==> config.mk <==
export PLATFORM = sky130hd
export DESIGN_NAME = serv_fetch_seq_flat
export DESIGN_NICKNAME = d
export VERILOG_FILES = /design/src/rtl/serv_fetch_seq_if.sv /design/src/rtl/serv_fetch_seq.sv /design/src/flat_wrapper.sv
export SDC_FILE = /design/constraint.sdc
export NUM_CORES = 1
export LEC_CHECK = 0
export BUFFER_PORTS_ARGS = -buffer_cell sky130_fd_sc_hd__clkbuf_2
export CELL_PAD_IN_SITES_DETAIL_PLACEMENT = 1
export CELL_PAD_IN_SITES_GLOBAL_PLACEMENT = 2
export CORE_UTILIZATION = 28
export CTS_BUF_LIST = sky130_fd_sc_hd__clkbuf_4 sky130_fd_sc_hd__clkbuf_8
export CTS_CLUSTER_DIAMETER = 100
export DETAILED_ROUTE_END_ITERATION = 8
export MAX_ROUTING_LAYER = met4
export PLACE_DENSITY_LB_ADDON = 0.1
export SLEW_MARGIN = 10
export SYNTH_ARGS = -nofsm -noshare
export SYNTH_HDL_FRONTEND = slang
export SYNTH_SLANG_ARGS = --single-unit
==> constraint.sdc <==
create_clock -name clk -period 2.3 [get_ports clk]
set_clock_uncertainty 0.2 [all_clocks]
set_input_delay 0.115 -clock clk [delete_from_list [all_inputs] [get_ports clk]]
set_output_delay 0.115 -clock clk [all_outputs]
set_load 0.005 [all_outputs]
==> src/rtl/serv_fetch_seq_if.sv <==
// Bus handshake bundle for serv_fetch_seq: instruction and data Wishbone
// request/acknowledge pairs. The sequencer is the master. The bus side is the slave.
interface serv_fetch_seq_if;
  logic ibus_cyc;
  logic ibus_ack;
  logic dbus_cyc;
  logic dbus_ack;

  modport master (output ibus_cyc, output dbus_cyc, input ibus_ack, input dbus_ack);
  modport slave  (input ibus_cyc, input dbus_cyc, output ibus_ack, output dbus_ack);
endinterface

==> src/rtl/serv_fetch_seq.sv <==
// serv_fetch_seq: instruction-cycle sequencer for the bit-serial core.
// Fetches over ibus, strobes the decoder, and then steps the datapath through
// the optional init stage, the optional dbus wait and the execute stage.
// Optional bus watchdog: define SERV_FETCH_SEQ_WATCHDOG_EN. With the macro, a
// stalled fetch or data access is abandoned after TIMEOUT cycles and the
// fetch is retried.
module serv_fetch_seq #(
  parameter int W       = 1,    // bits per cycle, 1 or 4
  parameter int TIMEOUT = 255   // watchdog limit, 8-bit range
) (
  input  logic                 clk,
  input  logic                 i_rst_n,
  serv_fetch_seq_if.master     bus,
  output logic                 o_dec_en,
  input  logic                 i_two_stage_op,
  input  logic                 i_dbus_en,
  output logic [4:0]           o_cnt,
  output logic                 o_cnt_en,
  output logic                 o_init,
  output logic                 o_done,
  output logic                 o_pc_en,
  output logic                 o_bus_err
);

  typedef enum logic [2:0] {
    S_IDLE, S_FETCH, S_DECODE, S_INIT, S_MEM, S_EXEC
  } state_t;

  localparam logic [4:0] CNT_STEP = 5'(W);
  localparam logic [4:0] CNT_LAST = 5'(32 - W);

  state_t     state, state_nxt;
  logic [4:0] cnt;
  logic       cnt_last;
  logic       timeout;

  assign cnt_last = (cnt == CNT_LAST);

`ifdef SERV_FETCH_SEQ_WATCHDOG_EN
  localparam logic [7:0] WD_LIMIT = 8'(TIMEOUT);
  logic [7:0] wd_cnt;
  logic       bus_wait;

  // Waiting means that a request is out and no acknowledge has arrived this cycle.
  assign bus_wait = ((state == S_FETCH) && !bus.ibus_ack) ||
                    ((state == S_MEM)   && !bus.dbus_ack);
  assign timeout  = bus_wait && (wd_cnt == WD_LIMIT);

  // Count the wait cycles. Outside a wait the count stays at zero, so each FETCH or MEM entry starts from zero.
  always_ff @(posedge clk or negedge i_rst_n) begin
    if (!i_rst_n)                 wd_cnt <= '0;
    else if (bus_wait && !timeout) wd_cnt <= wd_cnt + 8'd1;
    else                          wd_cnt <= '0;
  end
`else
  // Without the watchdog, a stalled bus is waited on indefinitely.
  assign timeout = 1'b0;
`endif

  // State register. Reset drops any outstanding bus cycle at once.
  always_ff @(posedge clk or negedge i_rst_n) begin
    if (!i_rst_n) state <= S_IDLE;
    else          state <= state_nxt;
  end

  // Next-state logic. The decoder inputs are sampled only at the DECODE exit and at the end of INIT.
  always_comb begin
    state_nxt = state;
    case (state)
      S_IDLE:   state_nxt = S_FETCH;
      S_FETCH:  if (bus.ibus_ack)   state_nxt = S_DECODE;
                else if (timeout)   state_nxt = S_IDLE;
      S_DECODE: state_nxt = i_two_stage_op ? S_INIT : S_EXEC;
      S_INIT:   if (cnt_last)       state_nxt = i_dbus_en ? S_MEM : S_EXEC;
      S_MEM:    if (bus.dbus_ack)   state_nxt = S_EXEC;
                else if (timeout)   state_nxt = S_IDLE;
      S_EXEC:   if (cnt_last)       state_nxt = S_FETCH;
      default:  state_nxt = S_IDLE;
    endcase
  end

  // Bit counter. It runs only in INIT and EXEC, and it wraps to zero after the last index by natural overflow.
  always_ff @(posedge clk or negedge i_rst_n) begin
    if (!i_rst_n)                               cnt <= '0;
    else if (state == S_INIT || state == S_EXEC) cnt <= cnt + CNT_STEP;
    else                                        cnt <= '0;
  end

  // Outputs are decoded from the state. The decoder strobe follows ibus ack within the same cycle.
  always_comb begin
    bus.ibus_cyc = 1'b0;
    bus.dbus_cyc = 1'b0;
    o_dec_en     = 1'b0;
    o_cnt_en     = 1'b0;
    o_init       = 1'b0;
    o_done       = 1'b0;
    case (state)
      S_FETCH: begin
        bus.ibus_cyc = 1'b1;
        o_dec_en     = bus.ibus_ack;
      end
      S_MEM:   bus.dbus_cyc = 1'b1;
      S_INIT: begin
        o_cnt_en = 1'b1;
        o_init   = 1'b1;
      end
      S_EXEC: begin
        o_cnt_en = 1'b1;
        o_done   = cnt_last;
      end
      default: ;
    endcase
  end

  assign o_cnt     = cnt;
  assign o_pc_en   = o_done;
  assign o_bus_err = timeout;

endmodule
==> src/flat_wrapper.sv <==
// flat-port wrapper written by rule: the top's interface ports become plain ports
module serv_fetch_seq_flat 
#(
  parameter int W       = 1,                             
  parameter int TIMEOUT = 255                                 
)
  (clk, i_rst_n, o_dec_en, i_two_stage_op, i_dbus_en, o_cnt, o_cnt_en, o_init, o_done, o_pc_en, o_bus_err, bus_ibus_cyc, bus_dbus_cyc, bus_ibus_ack, bus_dbus_ack);
  serv_fetch_seq_if bus_i ();
  input  logic clk;
  input  logic i_rst_n;
  output logic o_dec_en;
  input  logic i_two_stage_op;
  input  logic i_dbus_en;
  output logic [4:0] o_cnt;
  output logic o_cnt_en;
  output logic o_init;
  output logic o_done;
  output logic o_pc_en;
  output logic o_bus_err;
  output wire logic [$bits(bus_i.ibus_cyc)-1:0] bus_ibus_cyc;
  output wire logic [$bits(bus_i.dbus_cyc)-1:0] bus_dbus_cyc;
  input wire logic [$bits(bus_i.ibus_ack)-1:0] bus_ibus_ack;
  input wire logic [$bits(bus_i.dbus_ack)-1:0] bus_dbus_ack;
  assign bus_ibus_cyc = bus_i.ibus_cyc;
  assign bus_dbus_cyc = bus_i.dbus_cyc;
  assign bus_i.ibus_ack = bus_ibus_ack;
  assign bus_i.dbus_ack = bus_dbus_ack;
  serv_fetch_seq #(.W(W), .TIMEOUT(TIMEOUT)) u_core (.clk(clk), .i_rst_n(i_rst_n), .bus(bus_i), .o_dec_en(o_dec_en), .i_two_stage_op(i_two_stage_op), .i_dbus_en(i_dbus_en), .o_cnt(o_cnt), .o_cnt_en(o_cnt_en), .o_init(o_init), .o_done(o_done), .o_pc_en(o_pc_en), .o_bus_err(o_bus_err));
endmodule
==> results.cfg, run 1 <==
[run_status]
status = finished clean

[timing]
maxSlewViolCount = 0
min_period_over_period = 0.8282
finalHoldViolations = 0
setup_violations = 0
post-route-worst-setup-slack_ns = 0.3951
finalSetupTns_ns = 0
rsz0062_at_grt = no
min_period_ns = 1.905
fmax_ghz = 0.5250

[synthesis]
ys.flop_type = dfrtp_1
synth_area_leaders = dfrtp_1, nor2_1, ha_1
syn-num-nets = 60
syn_area_per_cell_um2 = 9.697
synth-seq-cells = 8
yosysSeqAreaShare = 0.3970
synth_cell_types = 28
ys_async_sr_fraction = 1.000
synth-edff-count = 0
synth_largest_area_cell = dfrtp_1
ys_warn_count = 0
yosysTopAreaCellShare = 0.3970
synth_cells = 52
synthesis.area_um2 = 504.2

[route]
route.vias.total = 409
drt_wl_total_um = 1039
wl_per_cell_um = 10.94
dr.first_iter.drc_count = 0
drc = 0
first_pass_iters = 1
drt.antenna.violating_nets = 0
viasPerCell = 4.305

[global_routing]
grt_pass1_wl_um = 1731
overflow = 0
grt_pass1_vias = 386
grt.total_usage = 0.1308
grt_max_degree = 11
antenna_found_initial = 0

[power]
p_leak_nw = 0.3287
powerDensity_mw_per_mm2 = 1027
finalPower_mw = 0.6518
ir_worst_vdd_mv = 0.4355

[cells_and_area]
area_delta_synth_final_pct = 25.81
diodes = 0
fin_util = 0.3980
drive_gt1_frac = 0.3521
finalNetCount = 81
layout.cells.non_filler = 95
final_common_cell = clkbuf_2
most-common-layout-cells = clkbuf_2, dfrtp_1, nor2_1, nand2_1
fillerInstances = 210

[worst_setup_path]
slowest_delay_ns = 0.38
end_kind = output pin
cp_max_fo = 4
cp_slowest_cell = dfrtp_1
path_class = reg2out
cpMostUsedCell = ha_1
cp_data_arrival_time_ns = 1.59
path_cells = ha_1 -> and3_1 -> ha_1 -> nand2_1 -> nor2_1 -> clkbuf_2
cp.required_ns = 1.99
cp-start-kind = register

[cts]
numCtsBuffers = 3
cts_tree = yes
cts_max_path_buffers = 2
cts-root-buf = clkbuf_4
cts_max_level = 1
clkSinkCount = 8
path_clk_slew_ns = 0.05
insertion_delay_ns = 0.25

[placement]
gp_congestion = 0.7204
pre_cts_ws_ns = 0.4367
hpwl_um = 801.5
place_inst = 89
io_buffers = 17

[floorplanning]
start_util = 0.3163
die_y_um = 44.44
core_area_mm2 = 0.001594
row_count = 14
dieArea_mm2 = 0.001974
die_w_um = 44.44
io_pins = 19

[min_path]
hold_path_class = in2async

[run]
drv_cap = 0
-- per-stage QoR --
step                cell area, um^2  hold WS, ns
finish                        634.4      0.03689
detailed placement            581.8      -0.2293
global placement              581.8      -0.2276
CTS                           634.4      0.02681
floorplan                     504.2      -0.3806
global route                  634.4      0.06338
-- final timing paths --
check	endpoint	from	cells after the start	slack [ns]
setup / recovery	o_pc_en	u_core.o_cnt[0]	6	0.40
hold / removal	u_core.o_cnt[2]	i_rst_n	2	0.04
setup reg to reg	u_core.state[2]	u_core.o_cnt[0]	6	0.43
hold reg to reg	u_core.o_cnt[0]	u_core.o_cnt[0]	1	0.29
max in group asynchronous	u_core.state[1]	i_rst_n	2	1.68
min in group clk	u_core.state[0]	i_dbus_en	4	0.04
-- sequential cells by signal, indices dropped and copies added (netlist names) --
| name | count |
|---|---|
| u_core.state | 3 |
| u_core.o_cnt | 5 |
-- per-layer routing --
layer | global-route usage | part of all wire | vias to the layer above | wire length (um)
met2 | 0.1529 | 0.42 | 14 | 432
met3 | 0.06122 | 0.052 | 0 | 54
li1 | - | - | 207 | -
met4 | 0.05455 | 0 | 0 | 0
met1 | 0.1877 | 0.53 | 188 | 552
met5 | - | 0 | - | 0
-- final cells by class --
cell class	instances	area (um^2)	share of cell area
timing repair buffer	20	115.1	0.1815
tap	24	30.03	0.04734
clock buffer	3	22.52	0.03550
inverter	2	7.507	0.01183
sequential	8	200.2	0.3156
multi-input combinational	38	259.0	0.4083
-- power breakdown --
group	internal (mW)	leakage (nW)	total [mW]	switching (mW)
combinational	0.153	0.210	0.294	0.141
clock	0.0596	0.0138	0.106	0.0464
sequential	0.179	0.105	0.252	0.0732
-- Yosys cell counts, types with 2 or more instances --
cell type / n
a21oi_1: 2
and2_1: 3
buf_4: 2
buf_6: 2
dfrtp_1: 8
ha_1: 2
nand2_1: 4
nor2_1: 7
nor2b_1: 3
-- kinds of logic after synthesis --
| group | Yosys count | share of synthesized area |
|---|---|---|
| muxes | 1 | 0.01985 |
| other | 1 | 0.007437 |
| and+or+nand+nor | 25 | 0.2953 |
| DFF | 8 | 0.3970 |
| adders and majority gates | 2 | 0.04962 |
| AOI/OAI and AO/OA | 7 | 0.1067 |
| buffers and inverters | 6 | 0.08930 |
| xor gates and xnor gates | 2 | 0.03475 |
-- timing repair --
| item | in CTS | in global routing |
|---|---|---|
| resized for setup | 0 | 0 |
| endpoints found under the hold margin | 10 | 0 |
| setup buffers | 0 | 0 |
| hold buffers | 3 | 0 |
-- worst max-delay path: cells and delay by family (launching register included) --
family                   cells  cell delay (ns)
buffers and inverters        1             0.13
adder cells (fa/ha/maj)      2             0.41
flip-flops                   1             0.38
AND/OR/NAND/NOR              3             0.41
Note: power is estimated with default switching activity, not from simulation.
==> run 2, diff against run 1 <==
--- a/config.mk
+++ b/config.mk
@@ -8,7 +8,7 @@
 export BUFFER_PORTS_ARGS = -buffer_cell sky130_fd_sc_hd__clkbuf_2
 export CELL_PAD_IN_SITES_DETAIL_PLACEMENT = 1
 export CELL_PAD_IN_SITES_GLOBAL_PLACEMENT = 2
-export CORE_UTILIZATION = 28
+export CORE_UTILIZATION = 25
 export CTS_BUF_LIST = sky130_fd_sc_hd__clkbuf_4 sky130_fd_sc_hd__clkbuf_8
 export CTS_CLUSTER_DIAMETER = 100
 export DETAILED_ROUTE_END_ITERATION = 8
==> constraint.sdc (replaced) <==
create_clock -name clk -period 1.6 [get_ports clk]
set_clock_uncertainty 0.2 [all_clocks]
set_input_delay 0.08 -clock clk [delete_from_list [all_inputs] [get_ports clk]]
set_output_delay 0.08 -clock clk [all_outputs]
set_load 0.005 [all_outputs]
==> run 2 against run 1 <==
Wire length increased by 17%. Count of clock-buffer cells in the layout unchanged. First-iteration DRC count unchanged. Sequential share of layout area decreased by 4.9 points. The flow now finishes with violations (setup timing). Critical path type is now reg2reg. Worst hold slack got worse by 0.030 ns. Combinational power increased by 92%. Final cell count increased by 13%. Register-to-register slack got worse by 0.52 ns. Core utilization increased by 2.6 points.
==> results.cfg, run 2 (synthesis results as in run 1) <==
[run_status]
status = finished with violations
failed_checks = setup timing

[cts]
path_clk_slew_ns = 0.05
cts_max_level = 1
cts_tree = yes
cts_max_path_buffers = 2
clkSinkCount = 8
numCtsBuffers = 3
insertion_delay_ns = 0.26
cts-root-buf = clkbuf_4

[worst_setup_path]
cp-start-kind = register
path_class = reg2reg
path_cells = ha_2 -> and3_4 -> ha_4 -> and4bb_1 -> nor4_1 -> a21o_1
cp_max_fo = 4
cp.required_ns = 1.55
end_kind = register
slowest_delay_ns = 0.38
cp_slowest_cell = dfrtp_1
cp_data_arrival_time_ns = 1.64

[cells_and_area]
layout.cells.non_filler = 107
final_common_cell = clkbuf_2
fin_util = 0.4243
postLayoutCellArea_um2 = 764.5
drive_gt1_frac = 0.5610
diodes = 0
most-common-layout-cells = clkbuf_2, buf_4, nor2_1, dfrtp_1
largest_register_ffs = 5
area_delta_synth_final_pct = 51.61
finalNetCount = 92

[timing]
finalSetupTns_ns = -0.2281
post-route-worst-setup-slack_ns = -0.08960
fmax_ghz = 0.5919
setup_violations = 4
maxSlewViolCount = 0
finalHoldViolations = 0
rsz0062_at_grt = yes
min_period_over_period = 1.056
min_period_ns = 1.690
holdWs_ns = 0.006495

[power]
swShare = 0.3916
powerDensity_mw_per_mm2 = 1416
p_sw_mw = 0.4238
finalPower_mw = 1.082
ir_worst_vdd_mv = 0.5267
p_leak_nw = 0.3838
p_clk_frac = 0.146
p_comb_frac = 0.521
internal_power_mw = 0.6585
p_seq_frac = 0.333

[min_path]
hold_path_class = in2async

[placement]
hpwl_um = 917.1
place_inst = 95
io_buffers = 17
placed_cell_area_um2 = 640.6
gp_congestion = 0.6419
pre_cts_ws_ns = -0.1364

[floorplanning]
die_y_um = 46.91
dieArea_mm2 = 0.002201
io_pins = 19
start_util = 0.2799
die_w_um = 46.91
row_count = 15
core_area_mm2 = 0.001802

[route]
drc = 0
viasPerCell = 4.374
dr.first_iter.drc_count = 0
first_pass_iters = 1
route.vias.total = 468
drt.antenna.violating_nets = 0
wl_per_cell_um = 11.33
drt_wl_total_um = 1212

[global_routing]
antenna_found_initial = 0
grt.total_usage = 0.1389
grt_pass1_vias = 447
grt_max_degree = 11
grt_pass1_wl_um = 1973
overflow = 0

[run]
drv_cap = 0
[run 2: repair_timing]
item | in CTS | in global routing
cloned | 0 | 0
pin swaps | 5 | 3
setup buffers | 3 | 3
endpoints found under the hold margin | 10 | 1
setup endpoints to repair | 6 | 6
hold buffers | 2 | 1
gates resized for setup | 7 | 2
[run 2: final cells by class]
cell class              instances  area (um^2)
clock buffers                   3        22.52
inverters                       2        7.507
fillers                       218         1037
well taps                      25        31.28
multi-input cells              38        301.5
repair buffers                 31        197.7
flip-flops and latches          8        203.9
[run 2: critical path, delay by kind of cell (launching register included)]
kind                     cells  cell delay (ns)
AND/OR/NAND/NOR              3             0.50
flip-flops                   1             0.38
adder cells (fa/ha/maj)      2             0.36
AO/OA/AOI/OAI                1             0.15
[run 2: metal layers]
layer	GRT usage	wire, um	part of all wire
met1	0.1469	530	0.44
met2	0.2278	602	0.50
met3	0.03846	63	0.052
met4	0.08571	16	0.013
met5	-	0	0
[run 2: worst paths after layout]
check	from	end	slack, ns	cells after the start
setup reg to reg	u_core.o_cnt[1]	u_core.state[2]	-0.09	6
max in group asynchronous	i_rst_n	u_core.state[1]	0.99	2
min in group clk	i_dbus_en	u_core.state[0]	0.01	4
hold / removal	i_rst_n	u_core.o_cnt[3]	0.006	2
hold reg to reg	u_core.state[2]	u_core.state[1]	0.42	2
setup / recovery	u_core.o_cnt[1]	u_core.state[2]	-0.09	6
[run 2: power groups by stage]
stage               Sequential (mW)  Clock [mW]  Combinational (mW)
global route                  0.377       0.175               0.637
CTS                           0.367       0.167               0.528
finish                        0.360       0.158               0.564
detailed placement            0.361           0               0.470
global placement              0.363           0               0.464
floorplan                     0.305           0               0.385
==> run 3, diff against run 2 <==
--- a/config.mk
+++ b/config.mk
@@ -5,7 +5,7 @@
 export SDC_FILE = /design/constraint.sdc
 export NUM_CORES = 1
 export LEC_CHECK = 0
-export BUFFER_PORTS_ARGS = -buffer_cell sky130_fd_sc_hd__clkbuf_2
+export BUFFER_PORTS_ARGS = -buffer_cell sky130_fd_sc_hd__buf_2
 export CELL_PAD_IN_SITES_DETAIL_PLACEMENT = 1
 export CELL_PAD_IN_SITES_GLOBAL_PLACEMENT = 2
 export CORE_UTILIZATION = 25
==> run 3 against run 2 <==
Sequential share of layout area is 0.46 points higher. Final area is 2.3% lower. Highest routed layer unchanged. Sequential cell count stayed put. Die area stayed put. Fmax is 1.0% lower. The run ends with hold timing, setup timing left. Global-route usage is 0.42 points higher. Worst hold slack worse by 0.017 ns. Wire length is 6.0% higher. Final cell count is 0.93% lower.
==> results.cfg, run 3 (synthesis results as in run 1) <==
[floorplanning]
start_util = 0.2799
core_area_mm2 = 0.001802
dieArea_mm2 = 0.002201
die_w_um = 46.91
io_pins = 19
row_count = 15
die_y_um = 46.91

[worst_setup_path]
path_class = reg2reg
end_kind = register
r2r_end = u_core.state[2]
cp_max_fo = 3
cp-start-kind = register
cp.required_ns = 1.55
cp_data_arrival_time_ns = 1.66
rrSetupSlack_ns = -0.11
r2r-start = u_core.o_cnt[0]
reg2regPathDepth = 6

[timing]
post-route-worst-setup-slack_ns = -0.1075
fmax_ghz = 0.5857
holdWs_ns = -0.01097
min_period_ns = 1.707
rsz0062_at_grt = yes
min_period_over_period = 1.067
finalHoldViolations = 8
maxSlewViolCount = 0
setup_violations = 5

[cells_and_area]
fin_util = 0.4146
diodes = 0
largest_register_ffs = 5
area_delta_synth_final_pct = 48.14
postLayoutCellArea_um2 = 747.0
final_common_cell = buf_2
drive_gt1_frac = 0.5432
finalNetCount = 91
most-common-layout-cells = buf_2, buf_4, nor2_1, dfrtp_1

[route]
drt.antenna.violating_nets = 0
drt_wl_total_um = 1285
viasPerCell = 4.406
wl_per_cell_um = 12.12
drc = 0
dr.first_iter.drc_count = 2
route.vias.total = 467
first_pass_iters = 2

[cts]
cts_max_level = 1
cts-root-buf = clkbuf_4
insertion_delay_ns = 0.26
numCtsBuffers = 3
clkSinkCount = 8
cts_tree = yes
path_clk_slew_ns = 0.06
cts_max_path_buffers = 2

[run_status]
status = finished with violations
failed_checks = hold timing, setup timing

[global_routing]
grt.total_usage = 0.1431
grt_max_degree = 9
grt_pass1_wl_um = 2049
antenna_found_initial = 0
overflow = 0
grt_pass1_vias = 478

[placement]
hpwl_um = 936.9
gp_congestion = 0.6668
io_buffers = 17
placed_cell_area_um2 = 648.1

[run]
drv_cap = 0

[power]
powerDensity_mw_per_mm2 = 1432
p_leak_nw = 0.3809
ir_worst_vdd_mv = 0.5354
finalPower_mw = 1.069

[min_path]
hold_path_class = in2async
-- run 3: cell types whose count changed in the layout (fill, tap and decap cells not counted), sizes merged --
| cell | before | now |
|---|---|---|
| clkbuf | 20 | 3 |
| buf | 11 | 27 |
-- run 3: power by group --
| group | internal, mW | total (mW) | switching (mW) |
|---|---|---|---|
| Combinational | 0.306 | 0.579 | 0.273 |
| Clock | 0.0864 | 0.163 | 0.0770 |
| Sequential | 0.261 | 0.327 | 0.0662 |
-- run 3: per-layer routing --
| layer | track usage | wire (um) | up-vias | part of all wire |
|---|---|---|---|---|
| met5 | - | 0 | - | 0 |
| li1 | - | - | 232 | - |
| met2 | 0.2417 | 665 | 14 | 0.52 |
| met4 | 0.06857 | 5 | 0 | 0.0039 |
| met1 | 0.1636 | 569 | 219 | 0.44 |
| met3 | 0.02308 | 46 | 2 | 0.036 |
-- run 3: what timing repair did --
item,CTS,global route
setup buffers,4,0
endpoints found under the setup margin,6,6
pin swaps,6,3
endpoints found under the hold margin,10,0
gates resized for setup,5,2
hold buffers,3,0
-- run 3: cell type report --
class | count | area [um^2]
flip-flops and latches | 8 | 202.7
clock buffers | 3 | 22.52
well taps | 25 | 31.28
fillers | 222 | 1055
inverters | 2 | 7.507
multi-input cells | 38 | 292.8
repair buffers | 30 | 190.2
-- run 3: worst max path at each step --
stage / endpoint / startpoint / slack (ns)
after floorplan: u_core.state[2] / u_core.o_cnt[0] / -0.07
after global placement: u_core.state[2] / u_core.o_cnt[1] / -0.12
after detailed placement: u_core.state[2] / u_core.o_cnt[1] / -0.13
after CTS: o_done / u_core.o_cnt[0] / -0.12
after global routing: u_core.state[2] / u_core.o_cnt[0] / -0.19
final: u_core.state[2] / u_core.o_cnt[0] / -0.11
-- run 3: metrics by stage --
| step | cells | hold WS [ns] | setup TNS (ns) | setup WS [ns] |
|---|---|---|---|---|
| floorplan | 52 | -0.4156 | -0.1050 | -0.07462 |
| global placement | 96 | -0.2579 | -0.1248 | -0.1155 |
| detailed placement | 96 | -0.2580 | -0.1907 | -0.1303 |
| CTS | 106 | 0.001379 | -0.4884 | -0.1249 |
| global route | 106 | 0.04099 | -0.8187 | -0.1859 |
| finish | 106 | -0.01097 | -0.3570 | -0.1075 |
-- run 3: critical path: stages (launching register included) --
cell and delay, ns:
dfrtp_1 0.38, ha_2 0.19, and3_4 0.16, ha_4 0.16, and4bb_1 0.30, nor4_2 0.06
a21o_1 0.15
